`src/rtl/byte_packer_pkg.sv`:
```
// Shared definitions for the byte packer: default geometry, the packer
// state type and the width helper used to size the lane count.
package byte_packer_pkg;

  localparam int BYTE_W_DEF     = 8;
  localparam int WORD_BYTES_DEF = 4;

  // FILL: accumulator empty, next byte lands in lane 0.
  // PART: at least one lane written, word not yet complete.
  typedef enum logic {
    FILL = 1'b0,
    PART = 1'b1
  } state_t;

  // Smallest number of bits able to index 'value' distinct codes.
  function automatic int clog2(input int value);
    int r;
    r = 0;
    while ((1 << r) < value) r = r + 1;
    return r;
  endfunction

endpackage

```
`src/rtl/byte_packer.sv`:
```
// Byte packer: collects bytes little-endian into a WORD_BYTES-wide word and
// emits it when the last lane is filled or a byte arrives with in_last.
// Optional feature macro BYTE_PACKER_PARITY_EN adds out_parity, the XOR of
// all out_word bits, registered alongside out_word.
module byte_packer
  import byte_packer_pkg::*;
#(
  parameter int WORD_BYTES = WORD_BYTES_DEF,
  parameter int BYTE_W     = BYTE_W_DEF
) (
  input  logic                                     clk,
  input  logic                                     rst,
  input  logic                                     in_valid,
  input  logic [BYTE_W-1:0]                        in_byte,
  input  logic                                     in_last,
  output logic                                     in_ready,
  output logic                                     out_valid,
  output logic [WORD_BYTES*BYTE_W-1:0]             out_word,
  output logic [clog2(WORD_BYTES+1)-1:0]           out_bytes,
  input  logic                                     out_ready
`ifdef BYTE_PACKER_PARITY_EN
  ,
  output logic                                     out_parity
`endif
);

  localparam int CW = clog2(WORD_BYTES + 1);
  localparam int WW = WORD_BYTES * BYTE_W;

  state_t          state, state_nxt;
  logic [CW-1:0]   idx, idx_nxt;
  logic [WW-1:0]   acc, acc_nxt, acc_ins;
  logic            take;
  logic            last_lane;
  logic            done;

  // A byte may enter whenever the output slot is free or being drained now.
  assign in_ready  = !out_valid || out_ready;
  assign take      = in_valid && in_ready;
  assign last_lane = (idx == CW'(WORD_BYTES - 1));
  assign done      = take && (last_lane || in_last);

  // Accumulator view with the incoming byte placed in the current lane.
  always_comb begin
    acc_ins = acc;
    for (int i = 0; i < WORD_BYTES; i++) begin
      if (idx == CW'(i)) acc_ins[BYTE_W*i +: BYTE_W] = in_byte;
    end
  end

  // Next-state logic: fill lanes, or wrap to an empty accumulator on completion.
  always_comb begin
    state_nxt = state;
    idx_nxt   = idx;
    acc_nxt   = acc;
    if (take) begin
      if (done) begin
        state_nxt = FILL;
        idx_nxt   = '0;
        acc_nxt   = '0;
      end else begin
        state_nxt = PART;
        idx_nxt   = idx + CW'(1);
        acc_nxt   = acc_ins;
      end
    end
  end

  // Packer state register: lane counter, accumulator and FSM state.
  always_ff @(posedge clk) begin
    if (rst) begin
      state <= FILL;
      idx   <= '0;
      acc   <= '0;
    end else begin
      state <= state_nxt;
      idx   <= idx_nxt;
      acc   <= acc_nxt;
    end
  end

  // Output register: a completing byte loads a new word (replacing a word
  // drained in the same cycle); otherwise the word holds until taken.
  always_ff @(posedge clk) begin
    if (rst) begin
      out_valid <= 1'b0;
      out_word  <= '0;
      out_bytes <= '0;
    end else if (done) begin
      out_valid <= 1'b1;
      out_word  <= acc_ins;
      out_bytes <= idx + CW'(1);
    end else if (out_ready) begin
      out_valid <= 1'b0;
    end
  end

`ifdef BYTE_PACKER_PARITY_EN
  // Parity of the word, captured together with out_word.
  always_ff @(posedge clk) begin
    if (rst) begin
      out_parity <= 1'b0;
    end else if (done) begin
      out_parity <= ^acc_ins;
    end
  end
`endif

endmodule

```
`config.mk`:
```
export PLATFORM = sky130hd
export DESIGN_NAME = byte_packer
export DESIGN_NICKNAME = d
export VERILOG_FILES = /design/src/rtl/byte_packer_pkg.sv /design/src/rtl/byte_packer.sv
export SDC_FILE = /design/constraint.sdc
export NUM_CORES = 1
export LEC_CHECK = 0
export CAP_MARGIN = 40
export CORE_MARGIN = 2
export CORE_UTILIZATION = 37
export CTS_BUF_LIST = sky130_fd_sc_hd__clkbuf_16
export DETAILED_ROUTE_END_ITERATION = 10
export PLACE_DENSITY = 0.65
export SKIP_CTS_REPAIR_TIMING = 1
export SLEW_MARGIN = 15
export SYNTH_ARGS = -nofsm -noshare
export SYNTH_HDL_FRONTEND = slang
export SYNTH_SLANG_ARGS = --single-unit
export TNS_END_PERCENT = 5
```
`constraint.sdc`:
```
create_clock -name clk -period 1.9 [get_ports clk]
set_clock_uncertainty 0.2 [all_clocks]
set_input_delay 0.475 -clock clk [delete_from_list [all_inputs] [get_ports clk]]
set_output_delay 0.475 -clock clk [all_outputs]
set_load 0.02 [all_outputs]
```
==> results of run 1 <==
[placed cells by master (no fill, tap or decap), types with 11 or more instances in the layout]
cell type        count
a211oi_1            22
a211oi_2            11
a31oi_1             33
buf_4               17
clkdlybuf4s50_1     11
dfxtp_1             71
dlymetal6s2s_1      36
inv_1               28
mux2i_1             31
o32ai_1             17
[state kept, by name, indices dropped and copies added, names as in the netlist]
name	count
acc	32
out_word	32
idx	3
out_bytes	3
out_valid	1
[how the worst max path moves through the flow]
| stage | start | to | slack (ns) | cells after the start |
|---|---|---|---|---|
| after floorplan | idx[0] | out_word[4] | -0.009 | 8 |
| after global placement | out_ready | in_ready | -0.40 | 4 |
| after detailed placement | out_ready | in_ready | -0.44 | 4 |
| after CTS | out_ready | in_ready | -0.44 | 4 |
| after global routing | out_ready | in_ready | -0.07 | 4 |
| final | out_ready | in_ready | -0.02 | 4 |
[report_power, final]
group	switching (W)	internal (W)	total [W]	leakage, nW
combinational	0.000317	0.000262	0.000579	1.33
sequential	0.0000317	0.00155	0.00158	0.579
clock	0.000670	0.00116	0.00183	0.157
[synth_stat cells]
| master | n |
|---|---|
| and2_1 | 8 |
| nand2b_1 | 8 |
| a21oi_1 | 6 |
| nor3_2 | 1 |
| clkbuf_1 | 11 |
| nand4_1 | 7 |
| buf_6 | 3 |
| or4_1 | 1 |
| or2_4 | 1 |
| o32ai_1 | 24 |
| o21ai_0 | 3 |
| clkbuf_2 | 1 |
| ha_1 | 5 |
| inv_2 | 1 |
| inv_1 | 28 |
| nor2_1 | 1 |
| o211a_1 | 3 |
| nor2_4 | 1 |
| a31oi_4 | 1 |
| buf_4 | 4 |
| buf_2 | 10 |
| o31ai_1 | 2 |
| a31oi_1 | 33 |
| a211oi_1 | 33 |
| mux2i_1 | 32 |
| nor2b_1 | 4 |
| dfxtp_1 | 71 |
[area by class of cell]
cell class	instances	area (um^2)
clock buffers	9	225.2
flip-flops and latches	71	1421
repair buffers	80	934.6
clock inverters	7	102.6
well taps	105	131.4
inverters	29	108.9
fillers	694	3691
multi-input cells	174	1519
[worst max-delay path: stages]
cell             delay, ns
clkdlybuf4s50_1       0.41
nor2b_2               0.15
inv_2                 0.05
clkbuf_2              0.15
[per-stage QoR]
step / hold WS [ns] / area [um^2] / setup WS, ns / utilization [%] / total power (W)
floorplan: 0.2291 / 3059 / -0.008904 / - / 0.001901
global placement: 0.2414 / 3867 / -0.3984 / 47.55 / 0.002151
detailed placement: 0.2439 / 3867 / -0.4355 / 47.55 / 0.002159
CTS: 0.2623 / 4195 / -0.4432 / 51.58 / 0.003998
global route: 0.2738 / 4443 / -0.06561 / 54.62 / 0.004149
finish: 0.2573 / 4443 / -0.01736 / 54.62 / 0.003995
[metal layers]
layer  vias to the layer above  global-route usage, %  part of all wire (%)
li1                       1275                      -                     -
met1                      1291                  26.18                    46
met2                        57                  29.85                    49
met3                         7                  4.549                   3.5
met4                         0                  4.831                  0.68
met5                         -                      0                     0
[kinds of logic after synthesis]
kind of cell	after synthesis
AOI/OAI and AO/OA	105
adders and majority gates	5
buffers and inverters	58
DFF	71
muxes	32
and+or+nand+nor	32
==> out/metrics.yaml, run 1 <==
clock_network:
  cts_tree: "yes"
  clkTransAtPathRegs_ns: 0.06
  insertion_delay_ns: 0.33
  numCtsBuffers: 9
  clockRootBuffer: "clkbuf_16"
  clockBufferDepth: 2
  cts.htree.levels: 3
  clock_sink_count: 71
power:
  max-vdd-ir-drop_mv: 0.3595
  p_per_area_mw_per_mm2: 899.1
  leakage_nw: 2.064
finish:
  layout.nets: 383
  areaGrowthSynthToFinish_pct: 45.24
  final_layout_size_suffix_gt1_share_pct: 21.35
  n_antenna_cell: 0
  layout.cells.non_filler: 475
synthesis:
  yosysTopAreaCell: "dfxtp_1"
  synth_area_leaders: "dfxtp_1 (46%), mux2i_1 (10%), a211oi_1 (8.1%)"
  synth-compound-area-share_pct: 25.36
  yosys_register_bits: 71
  yosys.area_share.simple_pct: 6.871
  syn_avg_cell_area_um2: 10.10
  yosysWarnings: 0
  synthXorXnorAreaFrac_pct: 0
  yosysUniqueCellTypes: 27
  synthesis.area_mm2: 0.003059
  synth_cells: 303
  post-synth-top-area-fraction_pct: 46.46
  synth.area.mux_share_pct: 10.47
  synthAdderAreaFrac_pct: 2.045
  synth_top_family_by_area: "compound AO/OA/AOI/OAI gates"
  yosysSeqAreaShare_pct: 46.46
  syn_nets: 321
critical_path:
  rr_startpoint: "idx[0]"
  rrSetupSlack_ns: 0.02
  arrival_ns: 1.24
  worstSetupPathType: "in -> out"
  path_max_fanout: 2
  critPathRequiredTime_ns: 1.22
  r2r-end: "out_word[16]"
  cp-end-kind: "output pin"
  reg2reg_depth: 7
  startpoint_type: "primary input"
floorplan:
  die_area_mm2: 0.009012
  start_util_pct: 37.61
  num_io_pins: 50
  die_w_um: 94.93
  coreArea_mm2: 0.008134
  rows: 33
  dieHeight_um: 94.93
drt:
  remaining_drc_errors: 0
  vias: 2630
  drt_first_pass_iters: 5
  routed_wirelength_um: 8355
  wl_per_cell_um: 17.59
  vias_per_cell: 5.537
  drt_iter0_drc: 198
  antenna_left: 0
placed_design:
  portBuffers: 49
  dpl.hpwl_um: 5376
  gp_congestion: 0.7794
  dp_cells: 459
hold_path:
  min_to: "acc[24]"
  min-delay-start: "acc[24]"
  hold_depth: 1
  hp-class: "reg -> reg"
global_routing:
  grt_overflow: 0
  antenna_found_initial: 0
  grt_pass1_wl_um: 13080
  grt_pass1_vias: 2545
  grt_max_degree: 36
  grt_use_total_pct: 18.99
timing:
  fin_ws_ns: -0.01736
  final.period_utilization_pct: 100.9
  hold_viol: 0
  setup_violations: 1
  setup_tns_ns: -0.01736
  clock.fmax_mhz: 521.6
  slew_viol_final: 0
  maxSlewHeadroom_pct: 76.25
  rsz0062_at_grt: "yes"
  tightestPinTransition_ns: 0.3551
  min_period_ns: 1.917
flow_run:
  cap_violations: 0
run_status:
  violations: "setup timing"
  outcome: "finished, violations left"
No activity file was read; power rests on OpenSTA's default activity.
==> run 2, diff against run 1 <==
- CORE_UTILIZATION: 37 -> 50
- CTS_BUF_LIST: sky130_fd_sc_hd__clkbuf_16 -> sky130_fd_sc_hd__clkbuf_4
- PLACE_DENSITY: 0.65 -> 0.82
==> run 2 against run 1 <==
  * Largest cell class unchanged
  * The run now ends clean
  * Sequential power about the same
  * Register-to-register slack worse by 0.02 ns
  * Global-route usage up 5.5 points
  * Via count up 2.3%
  * Design area down 10%
==> out/metrics.yaml, run 2 (synthesis gave the netlist of run 1 again) <==
run_status:
  outcome: "complete, no violations"
power:
  p_int_w: 0.002051  # -31%
  combPwrFrac_pct: 18.1  # +3.6 points
  seq_power_share_pct: 55.2  # +16 points
  p_per_area_mw_per_mm2: 715.3  # -20%
  max-vdd-ir-drop_mv: 0.4680  # +30%
  clkPwrFrac_pct: 26.7  # -19 points
  p_switching_w: 0.0008106  # -20%
  leakage_nw: 1.908  # -7.6%
  swShare_pct: 28.33  # +2.8 points
placed_design:
  dpl.hpwl_um: 5013  # -6.8%
  portBuffers: 49  # unchanged
  gp_congestion: 0.8122  # +4.2%
drt:
  vias_per_cell: 6.158  # +11%
  vias: 2691  # +2.3%
  routed_wirelength_um: 7786  # -6.8%
  remaining_drc_errors: 0  # unchanged
  drt_iter0_drc: 213  # +7.6%
  drt_first_pass_iters: 5  # unchanged
  antenna_left: 0  # unchanged
  wl_per_cell_um: 17.82  # +1.3%
floorplan:
  coreArea_mm2: 0.005921  # -27%
  dieHeight_um: 82.22  # -13%
  rows: 28  # -15%
  die_area_mm2: 0.006760  # -25%
  die_w_um: 82.22  # -13%
  start_util_pct: 51.67  # +14 points
  num_io_pins: 50  # unchanged
clock_network:
  numCtsBuffers: 9  # unchanged
  cts_tree: "yes"
  insertion_delay_ns: 0.40  # +0.07 ns
  clockRootBuffer: "clkbuf_4"
  clkTransAtPathRegs_ns: 0.11  # +0.05 ns
  cts.htree.levels: 3  # unchanged
  clockBufferDepth: 2  # unchanged
  clock_sink_count: 71  # unchanged
finish:
  reg_top3: "acc x32, out_word x32"
  areaGrowthSynthToFinish_pct: 30.76
  layout.nets: 377  # -1.6%
  n_antenna_cell: 0  # unchanged
  final_core_util_pct: 67.56  # +13 points
  mostFrequentLayoutCells: "dfxtp_1 (68), dlymetal6s2s_1 (37), a31oi_1 (33), a211oi_1 (33), mux2i_1 (32)"
  final_layout_size_suffix_gt1_share_pct: 16.30  # -5.1 points
  final_common_cell: "dfxtp_1"
timing:
  clock.fmax_mhz: 526.4  # +0.93%
  tightestPinTransition_ns: 0.4875  # +0.1324 ns
  final.period_utilization_pct: 99.99  # -0.93 points
  rsz0062_at_grt: "yes"
  hold_viol: 0  # unchanged
  slew_viol_final: 0  # unchanged
  maxSlewHeadroom_pct: 67.50  # -8.7 points
  setup_violations: 0  # -1
  setup_tns_ns: 0  # +0.01736 ns
  min_period_ns: 1.900  # -0.01763 ns
global_routing:
  grt_use_total_pct: 24.45  # +5.5 points
  grt_pass1_vias: 2526  # -0.75%
  grt_max_degree: 73  # +100%
  antenna_found_initial: 0  # unchanged
  grt_overflow: 0  # unchanged
  grt_pass1_wl_um: 12330  # -5.7%
critical_path:
  path_max_fanout: 8  # +6
  arrival_ns: 2.00  # +0.76 ns
  worstSetupPathType: "reg -> reg"
  cp-end-kind: "flop"
  startpoint_type: "flop"
  critPathRequiredTime_ns: 2.00  # +0.78 ns
flow_run:
  cap_violations: 0  # unchanged
hold_path:
  hp-class: "reg -> reg"
run 2: cell types whose count changed in the layout (fill, tap and decap cells not counted), moves of 3 or more:
cell,previous run,this run
a211oi_1,22,33
dfxtp_1,71,68
buf_12,9,4
buf_6,5,1
clkbuf_4,0,11
a211oi_2,11,0
clkbuf_16,9,0
o32ai_1,17,22
inv_6,3,0
o32ai_2,7,2
dfxtp_2,0,3
nor2b_1,3,0
run 2: path summary, 6_finish.rpt:
check | end | depth (start not counted) | slack (ns) | start
min reg2reg | acc[29] | 1 | 0.27 | acc[29]
max reg2reg | acc[8] | 5 | 0.0003 | idx[1]
max | acc[8] | 5 | 0.0003 | idx[1]
min | acc[29] | 1 | 0.27 | acc[29]
run 2: power by group through the flow:
| stage | combinational, W | clock (W) | sequential (W) |
|---|---|---|---|
| after global placement | 0.000490 | 0 | 0.00161 |
| after detailed placement | 0.000502 | 0 | 0.00161 |
| after CTS | 0.000504 | 0.000770 | 0.00158 |
| after global routing | 0.000552 | 0.000852 | 0.00159 |
| final | 0.000517 | 0.000764 | 0.00158 |
| after floorplan | 0.000231 | 0 | 0.00167 |
run 2: layer usage:
layer / GRT usage, % / share of wire (%)
met5: 0 / 0
met4: 12.33 / 3.1
met3: 5.000 / 6.4
met2: 37.74 / 48
met1: 32.42 / 43
run 2: per-stage QoR:
step           hold WS, ns  instances  power, W  area (um^2)  setup slack [ns]
6_report            0.2674        437  0.002861         4000         0.0002707
5_1_grt             0.2895        437  0.002993         4000          -0.04613
4_1_cts             0.2720        436  0.002854         3805           -0.5759
3_5_place_dp        0.2452        422  0.002117         3710           -0.5704
3_3_place_gp        0.2415        421  0.002103         3695           -0.7483
2_1_floorplan       0.2291        303  0.001901         3059         -0.008904
run 2: cell type report:
class / instances / area [um^2]
Fill cell: 450 / 1921
Timing Repair Buffer: 74 / 832.0
Inverter: 29 / 111.4
Clock buffer: 11 / 82.58
Clock inverter: 3 / 12.51
Sequential cell: 71 / 1425
Tap cell: 75 / 93.84
Multi-Input combinational cell: 174 / 1443
run 2: worst max-delay path, stage by stage (launching register included):
cell and delay (ns):
dfxtp_2 0.35, ha_4 0.16, ha_4 0.16, or2_4 0.30, o211a_2 0.35, o32ai_1 0.26
